[src/rtl/delta_adc_pkg.sv]
// Shared constants and arithmetic helpers for the delta-modulation ADC back-end.
package delta_adc_pkg;

  localparam logic MODE_LINEAR   = 1'b0;
  localparam logic MODE_ADAPTIVE = 1'b1;

  // Saturating add/sub of two unsigned width-bit values, clamped to [0, 2^width-1].
  // Operands travel in 32-bit containers; the arithmetic is done two bits wider so
  // both overflow and underflow stay representable before clamping.
  function automatic logic [31:0] sat_addsub(input logic [31:0] a,
                                             input logic [31:0] b,
                                             input logic        add,
                                             input int unsigned width);
    logic signed [33:0] sum;
    logic signed [33:0] max_v;
    max_v = (34'sd1 <<< width) - 34'sd1;
    if (add) begin
      sum = $signed({2'b00, a}) + $signed({2'b00, b});
    end else begin
      sum = $signed({2'b00, a}) - $signed({2'b00, b});
    end
    if (sum < 34'sd0) begin
      return 32'd0;
    end else if (sum > max_v) begin
      return max_v[31:0];
    end else begin
      return sum[31:0];
    end
  endfunction

endpackage

[src/rtl/delta_adc_step_ctrl.sv]
// CVSD-style step adaptation: grows the step exponent on runs of identical
// comparator bits and shrinks it on alternation.
module delta_adc_step_ctrl import delta_adc_pkg::*; #(
  parameter int unsigned RUN_LEN   = 3,
  parameter int unsigned MAX_SHIFT = 4,
  parameter int unsigned SHIFT_W   = $clog2(MAX_SHIFT + 1)
) (
  input  logic               clk,
  input  logic               rst,
  input  logic               en_i,
  input  logic               mode_i,
  input  logic               cmp_s_i,
  output logic [SHIFT_W-1:0] shift_o
);

  localparam int unsigned HistW = RUN_LEN - 1;
  localparam logic [SHIFT_W-1:0] MaxShiftV = SHIFT_W'(MAX_SHIFT);

  logic [HistW-1:0]   hist_q, hist_d;
  logic [SHIFT_W-1:0] shift_q, shift_d;
  logic               run;

  // Next history and shift exponent; linear mode pins the exponent to zero every clock.
  always_comb begin
    hist_d  = hist_q;
    shift_d = shift_q;
    run     = (hist_q == {HistW{cmp_s_i}});
    if (en_i) begin
      // Newest bit enters at index 0, oldest drops off the top.
      hist_d = HistW'({hist_q, cmp_s_i});
      if (mode_i == MODE_ADAPTIVE) begin
        if (run) begin
          if (shift_q < MaxShiftV) shift_d = shift_q + 1'b1;
        end else if (cmp_s_i != hist_q[0]) begin
          if (shift_q != '0) shift_d = shift_q - 1'b1;
        end
      end
    end
    if (mode_i == MODE_LINEAR) shift_d = '0;
  end

  // History and exponent state.
  always_ff @(posedge clk or posedge rst) begin
    if (rst) begin
      hist_q  <= '0;
      shift_q <= '0;
    end else begin
      hist_q  <= hist_d;
      shift_q <= shift_d;
    end
  end

  assign shift_o = shift_q;

endmodule

[src/rtl/delta_adc_tracker.sv]
// Delta-modulation ADC back-end: comparator synchroniser, saturating tracking
// accumulator driving the feedback DAC, decimator and valid/ready sample port.
module delta_adc_tracker import delta_adc_pkg::*; #(
  parameter int unsigned WIDTH     = 8,
  parameter int unsigned DECIM     = 16,
  parameter int unsigned RUN_LEN   = 3,
  parameter int unsigned MAX_SHIFT = 4
) (
  input  logic               clk,
  input  logic               rst,
  input  logic               en_i,
  input  logic               mode_i,
  input  logic               cmp_i,
  output logic [WIDTH-1:0]   dac_o,
  output logic [MAX_SHIFT:0] step_o,
  output logic [WIDTH-1:0]   sample_o,
  output logic               sample_valid_o,
  input  logic               sample_ready_i,
  input  logic               overrun_clr_i,
  output logic               overrun_o
);

  localparam int unsigned SHIFT_W = $clog2(MAX_SHIFT + 1);
  localparam int unsigned CNT_W   = $clog2(DECIM);
  localparam logic [CNT_W-1:0] CntLast = CNT_W'(DECIM - 1);
  localparam logic [WIDTH-1:0] AccMid  = WIDTH'(1) << (WIDTH - 1);

  logic               cmp_meta_q, cmp_s_q;
  logic [SHIFT_W-1:0] shift;
  logic [WIDTH-1:0]   acc_q, acc_d;
  logic [CNT_W-1:0]   cnt_q;
  logic [WIDTH-1:0]   sample_q;
  logic               valid_q, overrun_q;
  logic               capture;

  delta_adc_step_ctrl #(
    .RUN_LEN  (RUN_LEN),
    .MAX_SHIFT(MAX_SHIFT),
    .SHIFT_W  (SHIFT_W)
  ) u_step_ctrl (
    .clk    (clk),
    .rst    (rst),
    .en_i   (en_i),
    .mode_i (mode_i),
    .cmp_s_i(cmp_s_q),
    .shift_o(shift)
  );

  assign step_o  = (MAX_SHIFT + 1)'(1) << shift;
  assign acc_d   = WIDTH'(sat_addsub(32'(acc_q), 32'(step_o), cmp_s_q, WIDTH));
  assign capture = en_i && (cnt_q == CntLast);

  // Two-flop synchroniser for the asynchronous comparator; free-running.
  always_ff @(posedge clk or posedge rst) begin
    if (rst) begin
      cmp_meta_q <= 1'b0;
      cmp_s_q    <= 1'b0;
    end else begin
      cmp_meta_q <= cmp_i;
      cmp_s_q    <= cmp_meta_q;
    end
  end

  // Tracking accumulator and decimation counter advance only on enabled cycles.
  always_ff @(posedge clk or posedge rst) begin
    if (rst) begin
      acc_q <= AccMid;
      cnt_q <= '0;
    end else if (en_i) begin
      acc_q <= acc_d;
      cnt_q <= (cnt_q == CntLast) ? '0 : cnt_q + 1'b1;
    end
  end

  // Sample register, valid/ready handshake and sticky overrun (set beats clear).
  always_ff @(posedge clk or posedge rst) begin
    if (rst) begin
      sample_q  <= '0;
      valid_q   <= 1'b0;
      overrun_q <= 1'b0;
    end else begin
      if (capture && (!valid_q || sample_ready_i)) begin
        sample_q <= acc_q;
        valid_q  <= 1'b1;
      end else if (valid_q && sample_ready_i) begin
        valid_q <= 1'b0;
      end
      if (capture && valid_q && !sample_ready_i) begin
        overrun_q <= 1'b1;
      end else if (overrun_clr_i) begin
        overrun_q <= 1'b0;
      end
    end
  end

  assign dac_o          = acc_q;
  assign sample_o       = sample_q;
  assign sample_valid_o = valid_q;
  assign overrun_o      = overrun_q;

endmodule
[config.mk]
export PLATFORM = sky130hd
export DESIGN_NAME = delta_adc_tracker
export DESIGN_NICKNAME = d
export VERILOG_FILES = /design/src/rtl/delta_adc_pkg.sv /design/src/rtl/delta_adc_step_ctrl.sv /design/src/rtl/delta_adc_tracker.sv
export SDC_FILE = /design/constraint.sdc
export NUM_CORES = 1
export LEC_CHECK = 0
export ABC_AREA = 1
export BUFFER_PORTS_ARGS = -buffer_cell sky130_fd_sc_hd__buf_2
export CAP_MARGIN = 0
export CORE_ASPECT_RATIO = 1.4
export CORE_MARGIN = 3
export CORE_UTILIZATION = 51
export DETAILED_ROUTE_END_ITERATION = 10
export PLACE_DENSITY = 0.79
export SYNTH_ARGS = -nofsm -noshare
export SYNTH_HDL_FRONTEND = slang
export SYNTH_SLANG_ARGS = --single-unit
[constraint.sdc]
create_clock -name clk -period 2.15 [get_ports clk]
set_input_delay 0.1075 -clock clk [delete_from_list [all_inputs] [get_ports clk]]
set_output_delay 0.1075 -clock clk [all_outputs]
set_load 0.05 [all_outputs]
Yosys cells after proc, flatten, opt, wreduce, memory -nomap -nowiden

Index checks and enable logic that the tools add are counted.

Add/subtract/negate cells: 5
$lt $le $gt $ge: 3
Eq/ne operators: 7
Shift-type cells: 1
Muxes and demuxes: 14
Reduce and logical (&&, ||, !) cells: 12

Operators by type and width:

| kind                                                                              | number |
|---|---|
| 34-bit by 9-bit greater-than comparator with 1-bit output (second input constant) | 1 |
| 34-bit by 1-bit less-than comparator with 1-bit output (second input constant)    | 1 |
| 34-bit 2-to-1 mux                                                                 | 1 |
| 3-bit 2-to-1 mux                                                                  | 6 |
| 8-bit 2-to-1 mux                                                                  | 2 |
| 8-bit by 5-bit adder with 9-bit output                                            | 1 |
| 8-bit by 5-bit subtractor with 9-bit output                                       | 1 |
| 3-bit by 1-bit inequality test with 1-bit output (second input constant)          | 2 |
| 1-bit logical AND                                                                 | 5 |
| 1-bit by 3-bit << shifter with 5-bit output (first input constant)                | 1 |
| 4-bit by 1-bit adder with 4-bit output (second input constant)                    | 1 |
| 4-bit equality test (second input constant)                                       | 1 |
| 1-bit 2-to-1 mux                                                                  | 4 |
| 4-bit 2-to-1 mux                                                                  | 1 |
| 4-bit AND reduction                                                               | 1 |
| 2-bit nonzero test                                                                | 2 |
| 3-bit by 1-bit adder with 3-bit output (second input constant)                    | 1 |
| 3-bit less-than comparator (second input constant)                                | 1 |
| 3-bit inequality test (second input constant)                                     | 1 |
| 3-bit nonzero test                                                                | 1 |
| 3-bit by 1-bit subtractor with 3-bit output (second input constant)               | 1 |
| 2-bit equality test                                                               | 1 |
| 1-bit logical NOT                                                                 | 2 |
| 2-bit inequality test (second input constant)                                     | 1 |
| other kinds (2)                                                                   | 2 |

Register bits: 29
Bits of input ports: 7
Output and inout bits: 23

Longest topological paths before layout

Gate-level depths: netlist of run 1.

Depth in word-level cells: 6
Mapped depth: 15
Depth with buffers taken out: 15

Modules after synthesis

A second synthesis of run 1 with hierarchy kept.

Cell total of the unflattened synthesis: 265
Area total of the unflattened synthesis: 2,050.7 um2

Modules (own cells, without submodules):

| module              | times used | cells an instance | area each (um2) | sequential area each (um2) |
|---|---|---|---|---|
| delta_adc_tracker   | 1          | 210               | 1,666.6         | 601.8 |
| delta_adc_step_ctrl | 1          | 55                | 384.1           | 125.1 |

Worst setup path before layout of run 1

OpenSTA, ideal clock, no wires.

Kind: register to register
From: register u_step_ctrl.shift_q[0], in the netlist u_step_ctrl.shift_o[0]
To: register acc_q[6], in the netlist dac_o[6]
Library setup time: 0.118 ns
Arrival time: 3.029 ns
Data required time: 2.032 ns
Slack: -0.997 ns
Stages on the path, launching flop included: 13
Buffers on the path: 0
Period minus slack after synthesis: 3.147 ns
Cells stage by stage: dfrtp_1 -> inv_1 -> nor3_1 -> inv_1 -> fa_1 -> inv_1 -> nand3_2 -> nand3_2 -> nand2_1 -> nand3_1 -> nand3_1 -> nand2_1 -> nand2_1

Cells in the longest elaborated chain, start to end: 6
Elaborated cells between the ends (all ways): 8
Those cells by class: 2 x add/sub; 2 x order compare; 1 x shift; 3 x mux

RTL lines:

| element                                                                                               | RTL line                                 | text |
|---|---|---|
| from (decl)                                                                                           | delta_adc_step_ctrl.sv:20                | `logic [SHIFT_W-1:0] shift_q, shift_d;` |
| from (signal assigned)                                                                                | delta_adc_step_ctrl.sv:49                | `shift_q <= shift_d;` |
| 1-bit by 3-bit << shifter with 5-bit output *                                                         | delta_adc_tracker.sv:49                  | `assign step_o = (MAX_SHIFT + 1)'(1) << shift;` |
| named net step_o[1]                                                                                   | delta_adc_tracker.sv:15                  | `output logic [MAX_SHIFT:0] step_o,` |
| 8-bit by 5-bit subtractor with 9-bit output or 8-bit by 5-bit adder with 9-bit output (tied branches) | delta_adc_pkg.sv:20, delta_adc_pkg.sv:18 |  |
| 34-bit 2-to-1 mux *                                                                                   | delta_adc_pkg.sv:17                      | `if (add) begin` |
| 34-bit by 9-bit greater-than comparator with 1-bit output                                             | delta_adc_pkg.sv:24                      | `end else if (sum > max_v) begin` |
| 8-bit 2-to-1 mux                                                                                      | delta_adc_pkg.sv:24                      |  |
| 8-bit 2-to-1 mux *                                                                                    | delta_adc_pkg.sv:22                      | `if (sum < 34'sd0) begin` |
| to (signal assigned)                                                                                  | delta_adc_tracker.sv:67                  | `acc_q <= AccMid;` |
| to (decl)                                                                                             | delta_adc_tracker.sv:30                  | `logic [WIDTH-1:0] acc_q, acc_d;` |

Mark *: on every way through the listed nets, which the timed path passes. The rest lies on a longest branch.
A chain may end at the register's enable or synchronous reset.

Worst setup path after layout of run 1

From: register u_step_ctrl.shift_q[2], in the netlist u_step_ctrl.shift_o[2]
To: register acc_q[2], in the netlist dac_o[2]

Cells in the longest elaborated chain, start to end: 6
Elaborated cells between the ends (all ways): 8
Those cells by class: 2 x add/sub; 2 x order compare; 1 x shift; 3 x mux

RTL lines:

| element                                                                                               | RTL line |
|---|---|
| 1-bit by 3-bit << shifter with 5-bit output *                                                         | delta_adc_tracker.sv:49 |
| 8-bit by 5-bit subtractor with 9-bit output or 8-bit by 5-bit adder with 9-bit output (tied branches) | delta_adc_pkg.sv:20, delta_adc_pkg.sv:18 |
| 34-bit 2-to-1 mux *                                                                                   | delta_adc_pkg.sv:17 |
| 34-bit by 9-bit greater-than comparator with 1-bit output                                             | delta_adc_pkg.sv:24 |
| 8-bit 2-to-1 mux                                                                                      | delta_adc_pkg.sv:24 |
| 8-bit 2-to-1 mux *                                                                                    | delta_adc_pkg.sv:22 |

Mark *: on every way between the ends. The rest lies on a longest branch, timed or not.

==> flow_metrics.env, run 1 <==
export IMPL_run_status="finished, final reports clean"
export IMPL_clock_root_buffer="clkbuf_8"
export IMPL_die_w_um=58.0
export IMPL_drive_gt1_share_pct=28.1
export IMPL_numCtsBuffers=5
export IMPL_drv_slew=0
export IMPL_antenna_left=0
export IMPL_maxCapViolations=0
export IMPL_synthTopCellsByArea="dfrtp_1, nand2_1, ha_1"
export IMPL_ys_warn_count=0
export IMPL_fin_crit_sh_pct=97.1
export IMPL_nets=335
export IMPL_setup_viol=0
export IMPL_synth_distinct_cells=28
export IMPL_synthMuxAreaShare_pct=1.17
export IMPL_path_clk_slew_ps=60
export IMPL_wl_mm=4.63
export IMPL_antenna_found_initial=0
export IMPL_hold_slack_ps=96.3
export IMPL_antenna_cells=0
export IMPL_clk_latency_ps=280
export IMPL_start_util_pct=55.1
export IMPL_dp_slack_ps=-38.2
export IMPL_power_density_nw_per_um2=1610
export IMPL_finalHoldViolations=0
export IMPL_drtPass1Iterations=4
export IMPL_clk_path_buf_depth=2
export IMPL_design_die_area_um2=4570
export IMPL_synth_xor_xnor_area_share_pct=0.908
export IMPL_gr_usage_met2_pct=36.7
export IMPL_ios=30
export IMPL_synth_top_area_cell="dfrtp_1"
export IMPL_synth_seq_cells=29
export IMPL_die_h_um=78.8
export IMPL_finClkSkew_ps=8.98
export IMPL_num_fill_cells=308
export IMPL_worstPathMaxFanout=8
export IMPL_cp_data_required_time_ps=2360
export IMPL_start_kind="flop"
export IMPL_period_minus_slack_ps=2090
export IMPL_worstPathArrival_ps=2290
export IMPL_path_cells="buf_6, nor3_4, ha_2, inv_2, fa_2, inv_2, nand3_2, nand3_2, nand4_4, nand2_1, nand2_1, o21ai_1"
export IMPL_setup_slack_ps=63.0
export IMPL_path_class="reg -> reg"
export IMPL_stdcell_area_um2=2450
export IMPL_num_rows=25
export IMPL_yosysSeqAreaShare_pct=37.7
export IMPL_fmax_mhz=479
export IMPL_r2r_setup_slack_ps=60
export IMPL_tightest_slew_ps=358
export IMPL_peakVddDrop_mv=1.07
export IMPL_slowest_stage="dfrtp_2"
export IMPL_hp_start="sample_ready_i"
export IMPL_cts_tree="built"
export IMPL_synth_cells=263
export IMPL_startpoint="u_step_ctrl.shift_o[2]$_DFFE_PP0P_"
export IMPL_cp_end_kind="flop"
export IMPL_drtIter0Drc=73
export IMPL_core_area_um2=3500
export IMPL_busiest_layer="met2"
export IMPL_hold_path_class="in -> reg"
export IMPL_p_leak_nw=1.34
export IMPL_fin_tns_setup_ps=0
export IMPL_cts_sinks=29
export IMPL_finalPower_mw=3.95
export IMPL_synth_area_um2=1930
export IMPL_synth_avg_cell_area_um2=7.34
export IMPL_slew_headroom_pct=76.1
export IMPL_grt_pass1_wl_mm=7.75
export IMPL_io_buffers=29
export IMPL_grt_overflow=0
export IMPL_final_seq_area_um2=731
export IMPL_synth_top_family_by_area="simple AND/OR/NAND/NOR gates"
export IMPL_max_stage_delay_ps=460
export IMPL_grt_max_degree=30
export IMPL_gp_congestion=0.938
export IMPL_rsz0062_at_grt="true"
export IMPL_placedInstanceArea_um2=2230
export IMPL_multi_input_area_um2=1120
export IMPL_synth_nets=286
export IMPL_vias=1849
export IMPL_crit_buf_inv=3
export IMPL_synth_adder_area_share_pct=11.5
export IMPL_grt_use_met1_pct=27.1
export IMPL_grt_usage_pct=21.9
export IMPL_syn_to_final_growth_pct=26.9
export IMPL_synthSimpleGateAreaFrac_pct=32.4
export IMPL_grt_use_met3_pct=4.23
export IMPL_drc=0
export IMPL_yosysTopAreaCellShare_pct=36.3
export IMPL_grt_pass1_vias=1728
export IMPL_path_delay_family="simple AND/OR/NAND/NOR gates"
export IMPL_synth_compound_area_share_pct=7.20
export IMPL_dp_hpwl_mm=3.38
export IMPL_r2r_start="u_step_ctrl.shift_o[2]$_DFFE_PP0P_"
export IMPL_drt_wirelength_per_cell_um=13.1
export IMPL_h_tree_depth=2
export IMPL_viasPerCell=5.24
==> cell usage in the layout (no fill, tap or decap), types with 9 or more instances in the layout <==
cell type	Yosys	routed
nand2_1	91	90
inv_1	36	31
buf_2	2	29
dfrtp_1	28	25
nand3_1	22	21
o21ai_0	14	13
nor2_1	11	11
inv_2	5	10
buf_4	1	10
ha_1	13	9
==> power breakdown <==
part	switching, mW	leakage, nW	total, mW	internal (mW)
Clock	0.201	0.0542	0.490	0.289
Combinational	1.66	0.925	2.49	0.833
Sequential	0.221	0.362	0.964	0.743
Total	2.08	1.34	3.95	1.86
==> layout make-up <==
cell class | instances | share of cell area, %
Clock buffer | 7 | 3.93
Clock inverter | 1 | 0.204
Inverter | 42 | 6.44
Multi-Input combinational cell | 189 | 45.9
Sequential cell | 29 | 29.8
Tap cell | 40 | 2.04
Timing Repair Buffer | 45 | 11.6
==> flip-flops by register name (all words and copies together) (netlist names) <==
| register | count |
|---|---|
| dac_o | 8 |
| sample_o | 8 |
| cnt_q | 4 |
| u_step_ctrl.shift_o | 3 |
| u_step_ctrl.hist_q | 2 |
| cmp_meta_q | 1 |
| cmp_s_q | 1 |
| overrun_o | 1 |
| sample_valid_o | 1 |
==> synth_stat cells, drive strengths merged <==
library cell   n
dfrtp         28
mux2           2
nand4          4
xnor2          1
inv           41
nand3         24
o21ai         21
xor2           1
buf            3
nor3           7
nor2          13
nor3b          1
clkinv         1
a21oi          6
fa             3
or2            1
ha            13
dfstp          1
nand2         92
==> per-layer routing <==
metal  share of wire, %  vias up
met5                  0        -
met4                1.9        0
met3                4.8        9
met2                 50       53
met1                 43      857
li1                   -      930
==> final timing paths <==
path                                                endpoint  cells past startpoint
hold / removal                         overrun_o$_DFFE_PP0P_                      4
hold reg to reg                            cmp_s_q$_DFF_PP0_                      0
setup / recovery                        dac_o[2]$_DFFE_PP0P_                     12
max in group asynchronous               dac_o[7]$_DFFE_PP1P_                      4
min in group asynchronous  u_step_ctrl.hist_q[1]$_DFFE_PP0P_                      4
setup reg to reg                        dac_o[2]$_DFFE_PP0P_                     12
==> worst register-to-register path: stages, from the launching register on <==
cell     delay [ps]
dfrtp_2         460
buf_6           140
nor3_4          160
ha_2            230
inv_2            40
fa_2            340
inv_2            80
nand3_2          90
nand3_2         100
nand4_4         140
nand2_1         110
nand2_1          60
o21ai_1          80
==> kinds of logic after synthesis <==
family | after synthesis
and+or+nand+nor | 142
buffers and inverters | 45
DFF | 29
AOI/OAI and AO/OA | 27
adders and majority gates | 16
xor gates and xnor gates | 2
muxes | 2
==> repair_timing <==
action                     in CTS  in global routing
hold buffers                    3                  0
gates resized for setup         0                 12
hold endpoints to repair       30                  0
setup buffers                   3                  2
setup endpoints to repair       8                  8
pin swaps                       0                  6
==> metrics by stage <==
stage / utilization (%) / instances
6_report: 69.9 / 353
5_1_grt: 69.9 / 353
4_1_cts: 68.0 / 351
3_5_place_dp: 63.6 / 337
3_3_place_gp: 63.6 / 337
2_1_floorplan: - / 263
Note: power is estimated with default switching activity, not from simulation.
==> run 2, diff against run 1 <==
--- a/config.mk
+++ b/config.mk
@@ -8,9 +8,10 @@
 export ABC_AREA = 1
 export BUFFER_PORTS_ARGS = -buffer_cell sky130_fd_sc_hd__buf_2
 export CAP_MARGIN = 0
-export CORE_ASPECT_RATIO = 1.4
+export CORE_ASPECT_RATIO = 2
 export CORE_MARGIN = 3
 export CORE_UTILIZATION = 51
+export CTS_BUF_LIST = sky130_fd_sc_hd__clkbuf_16
 export DETAILED_ROUTE_END_ITERATION = 10
 export PLACE_DENSITY = 0.79
 export SYNTH_ARGS = -nofsm -noshare
==> run 2 against run 1 <==
  * Critical path depth did not move
  * Highest routed layer unchanged
  * First-iteration DRC count increased by 6.8%
  * Sequential cell count unchanged
  * Worst setup slack gained 8.1 ps
  * Core utilization shrank 0.68 points
  * Wire length is 1.9% lower
  * Cell count is 2.8% higher
  * Sequential power grew 0.4%
==> flow_metrics.env, run 2 (synthesis results as in run 1) <==
export IMPL_run_status="finished, final reports clean"
export IMPL_drtIter0Drc=78
export IMPL_die_h_um=93.0
export IMPL_finalPower_mw=4.17
export IMPL_design_die_area_um2=4600
export IMPL_finClkSkew_ps=5.51
export IMPL_vias=1870
export IMPL_multi_input_area_um2=1140
export IMPL_path_clk_slew_ps=50
export IMPL_viasPerCell=5.15
export IMPL_internal_power_mw=2.05
export IMPL_cts_tree="built"
export IMPL_grt_pass1_vias=1805
export IMPL_syn_to_final_growth_pct=30.8
export IMPL_path_class="reg -> reg"
export IMPL_dp_hpwl_mm=3.55
export IMPL_maxCapViolations=0
export IMPL_layout_commonest_cell="nand2_1"
export IMPL_nets=336
export IMPL_hold_path_class="in -> reg"
export IMPL_power_share_sequential_pct=23.2
export IMPL_wl_mm=4.54
export IMPL_combPwrFrac_pct=61.3
export IMPL_path_cells="buf_12, nor3_4, ha_2, inv_2, fa_2, inv_2, nand3_2, nand3_2, nand4_4, nand2_1, nand2_1, o21ai_1"
export IMPL_grt_pass1_wl_mm=7.68
export IMPL_final_seq_area_um2=731
export IMPL_clk_path_buf_depth=2
export IMPL_period_minus_slack_ps=2080
export IMPL_antenna_found_initial=0
export IMPL_fin_crit_sh_pct=96.7
export IMPL_max_stage_delay_ps=430
export IMPL_die_w_um=49.5
export IMPL_num_rows=31
export IMPL_gp_congestion=0.905
export IMPL_worstPathMaxFanout=8
export IMPL_setup_viol=0
export IMPL_finalHoldViolations=0
export IMPL_fmax_mhz=481
export IMPL_power_density_nw_per_um2=1650
export IMPL_crit_buf_inv=3
export IMPL_drtPass1Iterations=4
export IMPL_p_leak_nw=1.37
export IMPL_slowest_stage="dfrtp_2"
export IMPL_clk_latency_ps=280
export IMPL_clkPwrFrac_pct=15.5
export IMPL_final_cell_mix="nand2_1, inv_1, buf_2"
export IMPL_tightest_slew_ps=352
export IMPL_grt_usage_pct=21.5
export IMPL_drc=0
export IMPL_start_kind="flop"
export IMPL_power_switching_mw=2.12
export IMPL_clock_root_buffer="clkbuf_16"
export IMPL_numCtsBuffers=5
export IMPL_cts_sinks=29
export IMPL_hold_slack_ps=12.7
export IMPL_grt_max_degree=30
export IMPL_cp_end_kind="flop"
export IMPL_peakVddDrop_mv=1.12
export IMPL_antenna_cells=0
export IMPL_num_fill_cells=332
export IMPL_drt_wirelength_per_cell_um=12.5
export IMPL_sw_frac_of_total_pct=50.8
export IMPL_ios=30
export IMPL_path_delay_family="simple AND/OR/NAND/NOR gates"
export IMPL_io_buffers=29
export IMPL_drv_slew=0
export IMPL_drive_gt1_share_pct=28.3
export IMPL_slew_headroom_pct=76.5
export IMPL_h_tree_depth=2
export IMPL_grt_overflow=0
export IMPL_rsz0062_at_grt="true"
export IMPL_start_util_pct=52.9
export IMPL_antenna_left=0
export IMPL_core_area_um2=3650
export IMPL_cp_data_required_time_ps=2350
export IMPL_worstPathArrival_ps=2280
run 2: cell count changes in the layout (fill, tap and decap cells not counted), moves of 2 or more:
cell and change:
clkinv_1 +2, buf_6 -2, clkbuf_8 -7, buf_4 +3, clkbuf_16 +5
run 2: through the flow:
stage / worst slack [ps] / TNS, ps / instances / area [µm²] / utilization, %
3_3_place_gp: -31.0 / -102 / 348 / 2270 / 62.1
5_1_grt: -42.7 / -247 / 363 / 2520 / 69.2
2_1_floorplan: -199 / -1490 / 263 / 1990 / -
6_report: 71.1 / 0 / 363 / 2520 / 69.2
4_1_cts: 7.88 / 0 / 360 / 2440 / 66.9
3_5_place_dp: -31.5 / -108 / 348 / 2270 / 62.1
run 2: final cells by class:
class	instances	area share [%]
clock inverters	3	0.496
repair buffers	46	11.7
flip-flops and latches	29	29.0
inverters	42	6.25
multi-input cells	189	45.3
clock buffers	5	4.96
well taps	49	2.43
run 2: final timing paths:
kind	startpoint	slack [ps]	end	cells past startpoint
min in group asynchronous	rst	440	sample_valid_o$_DFFE_PP0P_	4
worst min register to register	cmp_meta_q$_DFF_PP0_	350	cmp_s_q$_DFF_PP0_	0
max in group asynchronous	rst	1400	dac_o[7]$_DFFE_PP1P_	4
worst max-delay path	u_step_ctrl.shift_o[1]$_DFFE_PP0P_	70	dac_o[2]$_DFFE_PP0P_	12
worst min-delay path	overrun_clr_i	10	overrun_o$_DFFE_PP0P_	2
worst max register to register	u_step_ctrl.shift_o[1]$_DFFE_PP0P_	70	dac_o[2]$_DFFE_PP0P_	12
run 2: timing repair:
action,4_1_cts,5_1_grt
setup buffers,2,3
gates resized for setup,0,12
hold buffers,2,0
setup endpoints to repair,8,8
pin swaps,0,4
endpoints found under the hold margin,29,0
run 2: layer usage:
| layer | share of wire, % | vias up | global-route usage, % |
|---|---|---|---|
| met2 | 55 | 56 | 38.7 |
| met5 | 0 | - | 0 |
| met1 | 39 | 870 | 23.9 |
| met3 | 3.0 | 15 | 1.59 |
| li1 | - | 929 | - |
| met4 | 3.4 | 0 | 13.2 |
run 2: power by group through the flow:
| stage | Clock, mW | Sequential, mW | Combinational, mW |
|---|---|---|---|
| after global routing | 0.665 | 1.00 | 2.83 |
| after global placement | 0 | 0.965 | 2.35 |
| final | 0.645 | 0.968 | 2.56 |
| after CTS | 0.650 | 0.956 | 2.41 |
| after floorplan | 0 | 1.38 | 1.34 |
| after detailed placement | 0 | 0.974 | 2.37 |
